## src/rtl/mlp_operand_streamer.sv

```systemverilog
// Operand streamer for the neuron MAC: buffers signed nibble pairs, clears the
// accumulator, streams one pair per cycle, then captures the ReLU result.
// Optional replay/clear_buf support is enabled by defining MLP_STREAM_REPLAY_EN.
module mlp_operand_streamer #(
    parameter int DEPTH = 8,
    parameter int CW    = 5
) (
    input  logic          clk,
    input  logic          rst_n,
    input  logic          wr_valid,
    input  logic [7:0]    wr_data,
    output logic          wr_ready,
    input  logic          start,
`ifdef MLP_STREAM_REPLAY_EN
    input  logic          clear_buf,
`endif
    output logic          mac_clr,
    output logic [3:0]    mac_i,
    output logic [3:0]    mac_w,
    output logic          mac_valid,
    input  logic [15:0]   mac_relu,
    output logic [15:0]   result,
    output logic          result_valid,
    output logic          done,
    output logic [CW-1:0] count,
    output logic          busy
);
    localparam int AW = $clog2(DEPTH);
    localparam logic [CW-1:0] DEPTH_C = CW'(DEPTH);

    localparam logic [1:0] S_IDLE  = 2'd0;
    localparam logic [1:0] S_CLEAR = 2'd1;
    localparam logic [1:0] S_RUN   = 2'd2;
    localparam logic [1:0] S_CAP   = 2'd3;

    logic [1:0]    state_q, state_d;
    logic [CW-1:0] count_q, count_d;
    logic [CW-1:0] n_q, n_d;
    logic [CW-1:0] idx_q, idx_d;
    logic [15:0]   result_q, result_d;
    logic          result_valid_q, result_valid_d;
    logic          done_q, done_d;
    logic [7:0]    buf_q [DEPTH];
    logic [7:0]    rd_pair;
    logic          in_idle, in_run, clr_req, wr_fire;

    assign in_idle = (state_q == S_IDLE);
    assign in_run  = (state_q == S_RUN);

`ifdef MLP_STREAM_REPLAY_EN
    assign clr_req = in_idle && clear_buf;
`else
    assign clr_req = 1'b0;
`endif

    assign wr_ready = in_idle && (count_q < DEPTH_C);
    // A clear in the same cycle wins over the write, so the pair is dropped.
    assign wr_fire  = wr_valid && wr_ready && !clr_req;

    always_comb begin
        state_d        = state_q;
        count_d        = count_q;
        n_d            = n_q;
        idx_d          = idx_q;
        result_d       = result_q;
        result_valid_d = result_valid_q;
        done_d         = 1'b0;
        case (state_q)
            S_IDLE: begin
                if (clr_req) begin
                    count_d = '0;
                end else begin
                    if (wr_fire) count_d = count_q + CW'(1);
                    // Post-write count decides, so a same-edge write joins the run.
                    if (start && (count_d != '0)) begin
                        state_d        = S_CLEAR;
                        result_valid_d = 1'b0;
                    end
                end
            end
            S_CLEAR: begin
                n_d     = count_q;
                idx_d   = '0;
                state_d = S_RUN;
            end
            S_RUN: begin
                idx_d = idx_q + CW'(1);
                if (idx_q == n_q - CW'(1)) state_d = S_CAP;
            end
            default: begin
                result_d       = mac_relu;
                result_valid_d = 1'b1;
                done_d         = 1'b1;
                state_d        = S_IDLE;
`ifndef MLP_STREAM_REPLAY_EN
                count_d        = '0;
`endif
            end
        endcase
    end

    always_ff @(posedge clk or negedge rst_n) begin
        if (!rst_n) begin
            state_q        <= S_IDLE;
            count_q        <= '0;
            n_q            <= '0;
            idx_q          <= '0;
            result_q       <= '0;
            result_valid_q <= 1'b0;
            done_q         <= 1'b0;
        end else begin
            state_q        <= state_d;
            count_q        <= count_d;
            n_q            <= n_d;
            idx_q          <= idx_d;
            result_q       <= result_d;
            result_valid_q <= result_valid_d;
            done_q         <= done_d;
        end
    end

    // Buffer contents are don't-care after reset; only count qualifies them.
    always_ff @(posedge clk) begin
        if (wr_fire) buf_q[count_q[AW-1:0]] <= wr_data;
    end

    assign rd_pair      = buf_q[idx_q[AW-1:0]];
    assign mac_clr      = (state_q == S_CLEAR);
    assign mac_valid    = in_run;
    assign mac_i        = in_run ? rd_pair[3:0] : 4'd0;
    assign mac_w        = in_run ? rd_pair[7:4] : 4'd0;
    assign result       = result_q;
    assign result_valid = result_valid_q;
    assign done         = done_q;
    assign count        = count_q;
    assign busy         = !in_idle;

endmodule

```

## config.mk

```make
export PLATFORM = sky130hd
export DESIGN_NAME = mlp_operand_streamer
export DESIGN_NICKNAME = d
export VERILOG_FILES = /design/src/rtl/mlp_operand_streamer.sv
export SDC_FILE = /design/constraint.sdc
export NUM_CORES = 1
export LEC_CHECK = 0
export ABC_AREA = 1
export CAP_MARGIN = 0
export CORE_MARGIN = 10
export CORE_UTILIZATION = 58
export DETAILED_ROUTE_END_ITERATION = 16
export PLACE_DENSITY = 0.81
export SLEW_MARGIN = 15
export SYNTH_ARGS = -nofsm -noshare
export SYNTH_HDL_FRONTEND = slang
export SYNTH_SLANG_ARGS = --single-unit
```

## constraint.sdc

```tcl
create_clock -name clk -period 6.14 [get_ports clk]
set_clock_uncertainty 0.05 [all_clocks]
set_input_delay 0.614 -clock clk [delete_from_list [all_inputs] [get_ports clk]]
set_output_delay 0.614 -clock clk [all_outputs]
set_load 0.01 [all_outputs]
```

==> run_results.csv <==
group,metric,value,unit
run_status,status,"completed",
critical_path,cp_slowest_cell,"dfrtp_1",
critical_path,startpoint,"idx_q[0]",
power,swShare,35.8,%
critical_path,reg2reg_depth,6,
power,total_power,2.09,mW
placed_design,dpl-instance-area,4850,um^2
clocking,htreeDepth,3,
critical_path,rr_endpoint,"buf_q[5][7]",
power,switchingPower,746,uW
drt,via_per_inst,5.56,
critical_path,worstPathMaxFanout,36,
critical_path,r2r_start,"state_q[0]",
cells_and_area,drive_above_1_share,10.9,%
sta,worst_slew_pin_slew,1090,ps
die,dieWidth,105,um
critical_path,worstPathRequired,5480,ps
clocking,clkSlewWorstSetupHoldPaths,100,ps
yosys,post_synth_num_cell_types,32,
global_route,grt_overflow_total,0,
global_route,grt_pass1_vias,2881,
placed_design,pre_cts_ws,2740,ps
clocking,cts_setup_buffers,0,
drt,antenna_left,0,
critical_path,cp_top_family,"flip-flops",
yosys,avgSynthCellArea,11.9,um^2
yosys,yosys_register_bits,99,
sta,finalSetupViolCount,0,
drt,vias,2838,
clocking,cts_buffers,9,
clocking,clk_latency,360,ps
drt,post-route-drc-count,0,
clocking,cts_resized,0,
yosys,yosys_warnings,0,
critical_path,crit_chain,"inv_2, o21ai_0, o22ai_1, o21ai_0, a31oi_1, clkdlybuf4s50_1",
critical_path,cp-start-kind,"flop",
global_route,grt_pass1_wl,15.2,mm
cells_and_area,syn2layout_area_growth,21.0,%
min_path,min_path_type,"flop to flop",
drt,finalWirelength,9.44,mm
clocking,cts_hold_buf,0,
critical_path,critPathKind,"flop to output pin",
drt,detail_route.wl_per_cell,18.5,um
clocking,cts.sinks,99,
critical_path,cpMostUsedCell,"o21ai_0",
sta,setup_tns,0,ps
die,dieArea,11000,um^2
critical_path,critPathBufInv,2,
cells_and_area,fillers,471,
clocking,cts_root_buf,"clkbuf_8",
sta,maxSlewViolCount,0,
placed_design,place_congestion,0.831,
critical_path,crit_cells,6,
clocking,cts_tree,"yes",
critical_path,r2r_slack,3550,ps
yosys,yosysSeqAreaShare,67.2,%
placed_design,portBuffers,62,
placed_design,hpwl,6.41,mm
critical_path,crit_path_max_incr_delay,1070,ps
flow_run,cap_violations,0,
sta,min_period,3830,ps
power,powerDensity,414,nW/um^2
cells_and_area,stdcell_area,5040,um^2
global_route,antenna_found_initial,0,
critical_path,critPathArrivalTime,3170,ps
power,p_clk_share,18.8,%
power,combPwrFrac,38.4,%
yosys,synth-edff-count,64,
cells_and_area,multiInputGateArea,1230,um^2
yosys,ys.flop_type,"edfxtp_1",
sta,finalCritPeriodShare,62.4,%
sta,fmax,261,MHz
cells_and_area,n_antenna_cell,0,
yosys,synth_fp_nets,385,
die,ios,63,
cells_and_area,final_cell_mix,"nor2_1 (64), edfxtp_1 (64), clkdlybuf4s50_1 (62)",
critical_path,worstSetupEndpointType,"output pin",
cells_and_area,nNetsFinal,444,
global_route,grt.total_usage,17.2,%
cells_and_area,seqCellArea,2800,um^2
drt,dr.first_iter.drc_count,246,
power,p_seq_share,42.8,%
drt,drt-pass1-iter-count,4,
die,core_area,6870,um^2
power,p_leak,1.87,nW
yosys,synthArstFlopShare,35.4,%
sta,finalWorstSetupSlack,2310,ps
die,start_util,60.6,%
power,peakVddDrop,241,uV
die,die_y,105,um
sta,slew_headroom,27.6,%
global_route,grt_max_degree,37,
yosys,syn_inst,350,
clocking,cts.path.max_buffers,2,
power,p_int,1.34,mW
yosys,syn_area,4160,um^2
critical_path,endpoint,"mac_w[2]",
sta,grt_setup_unrepaired,"no",
die,rows,30,
sta,hold_violations,0,
==> Yosys cell counts, types with 7 or more instances <==
cell	count	area (um^2)
o22ai_1	9	56.3
nand3_1	11	55.1
buf_2	9	45.0
nand2_1	23	86.3
clkbuf_1	7	26.3
inv_1	14	52.6
mux2_2	17	191
nor2_1	64	240
dfrtp_1	35	876
ha_1	7	87.6
o21ai_0	49	245
a31oi_1	8	50.1
edfxtp_1	64	1920
==> worst min-delay path, stage by stage, from the launching register on <==
cell,delay [ps]
dfrtp_1,360
o21ai_0,80
nand2_1,50
==> area by class of cell <==
cell class	count	share of cell area, %
timing repair buffer	65	12.8
clock buffer	9	2.46
tap	96	2.39
sequential	99	55.6
inverter	16	1.19
multi-input combinational	218	24.4
clock inverter	7	1.22
==> power groups by stage <==
stage	registers, mW	logic [mW]	clock network (mW)
finish	0.892	0.801	0.392
global placement	0.899	0.784	0
global route	0.908	0.883	0.421
CTS	0.893	0.807	0.397
detailed placement	0.906	0.802	0
floorplan	0.897	0.462	0
==> routing by layer <==
metal	GRT usage [%]	up-vias	part of all wire [%]
li1	-	1349	-
met1	21.1	1382	40
met2	28.9	101	51
met3	5.16	6	8.8
met4	4.31	0	0.60
met5	0	-	0
==> through the flow <==
step | hold slack (ps) | util [%] | cells
4_1_cts | 463 | 73.3 | 510
6_report | 462 | 73.3 | 510
3_5_place_dp | 440 | 70.6 | 494
2_1_floorplan | 268 | - | 350
3_3_place_gp | 429 | 70.6 | 494
5_1_grt | 482 | 73.3 | 510
==> state kept, by name, indices dropped and copies added (netlist names) <==
register      cells
state_q           2
done              1
result_valid      1
buf_q            64
count             5
result           16
idx_q             5
n_q               5
==> logic make-up after synthesis <==
logic type               after synthesis  synth area share [%]
buffers and inverters                 33                  3.34
multiplexers                          17                  4.60
AND/OR/NAND/NOR                      113                  11.4
adder cells (fa/ha/maj)                7                  2.10
AO/OA/AOI/OAI                         73                  9.62
flip-flops                            99                  67.2
XOR/XNOR                               8                  1.68
==> worst min-delay path by stage <==
stage                     slack (ps)           end          from  cells after the start
after global placement           430  result_valid  result_valid                      2
after CTS                        460  result_valid  result_valid                      2
after floorplan                  270      count[0]         rst_n                      0
after detailed placement         440  result_valid  result_valid                      2
final                            460  result_valid  result_valid                      2
after global routing             480     result[1]     result[1]                      1
Power figures use the tool's default switching activity.
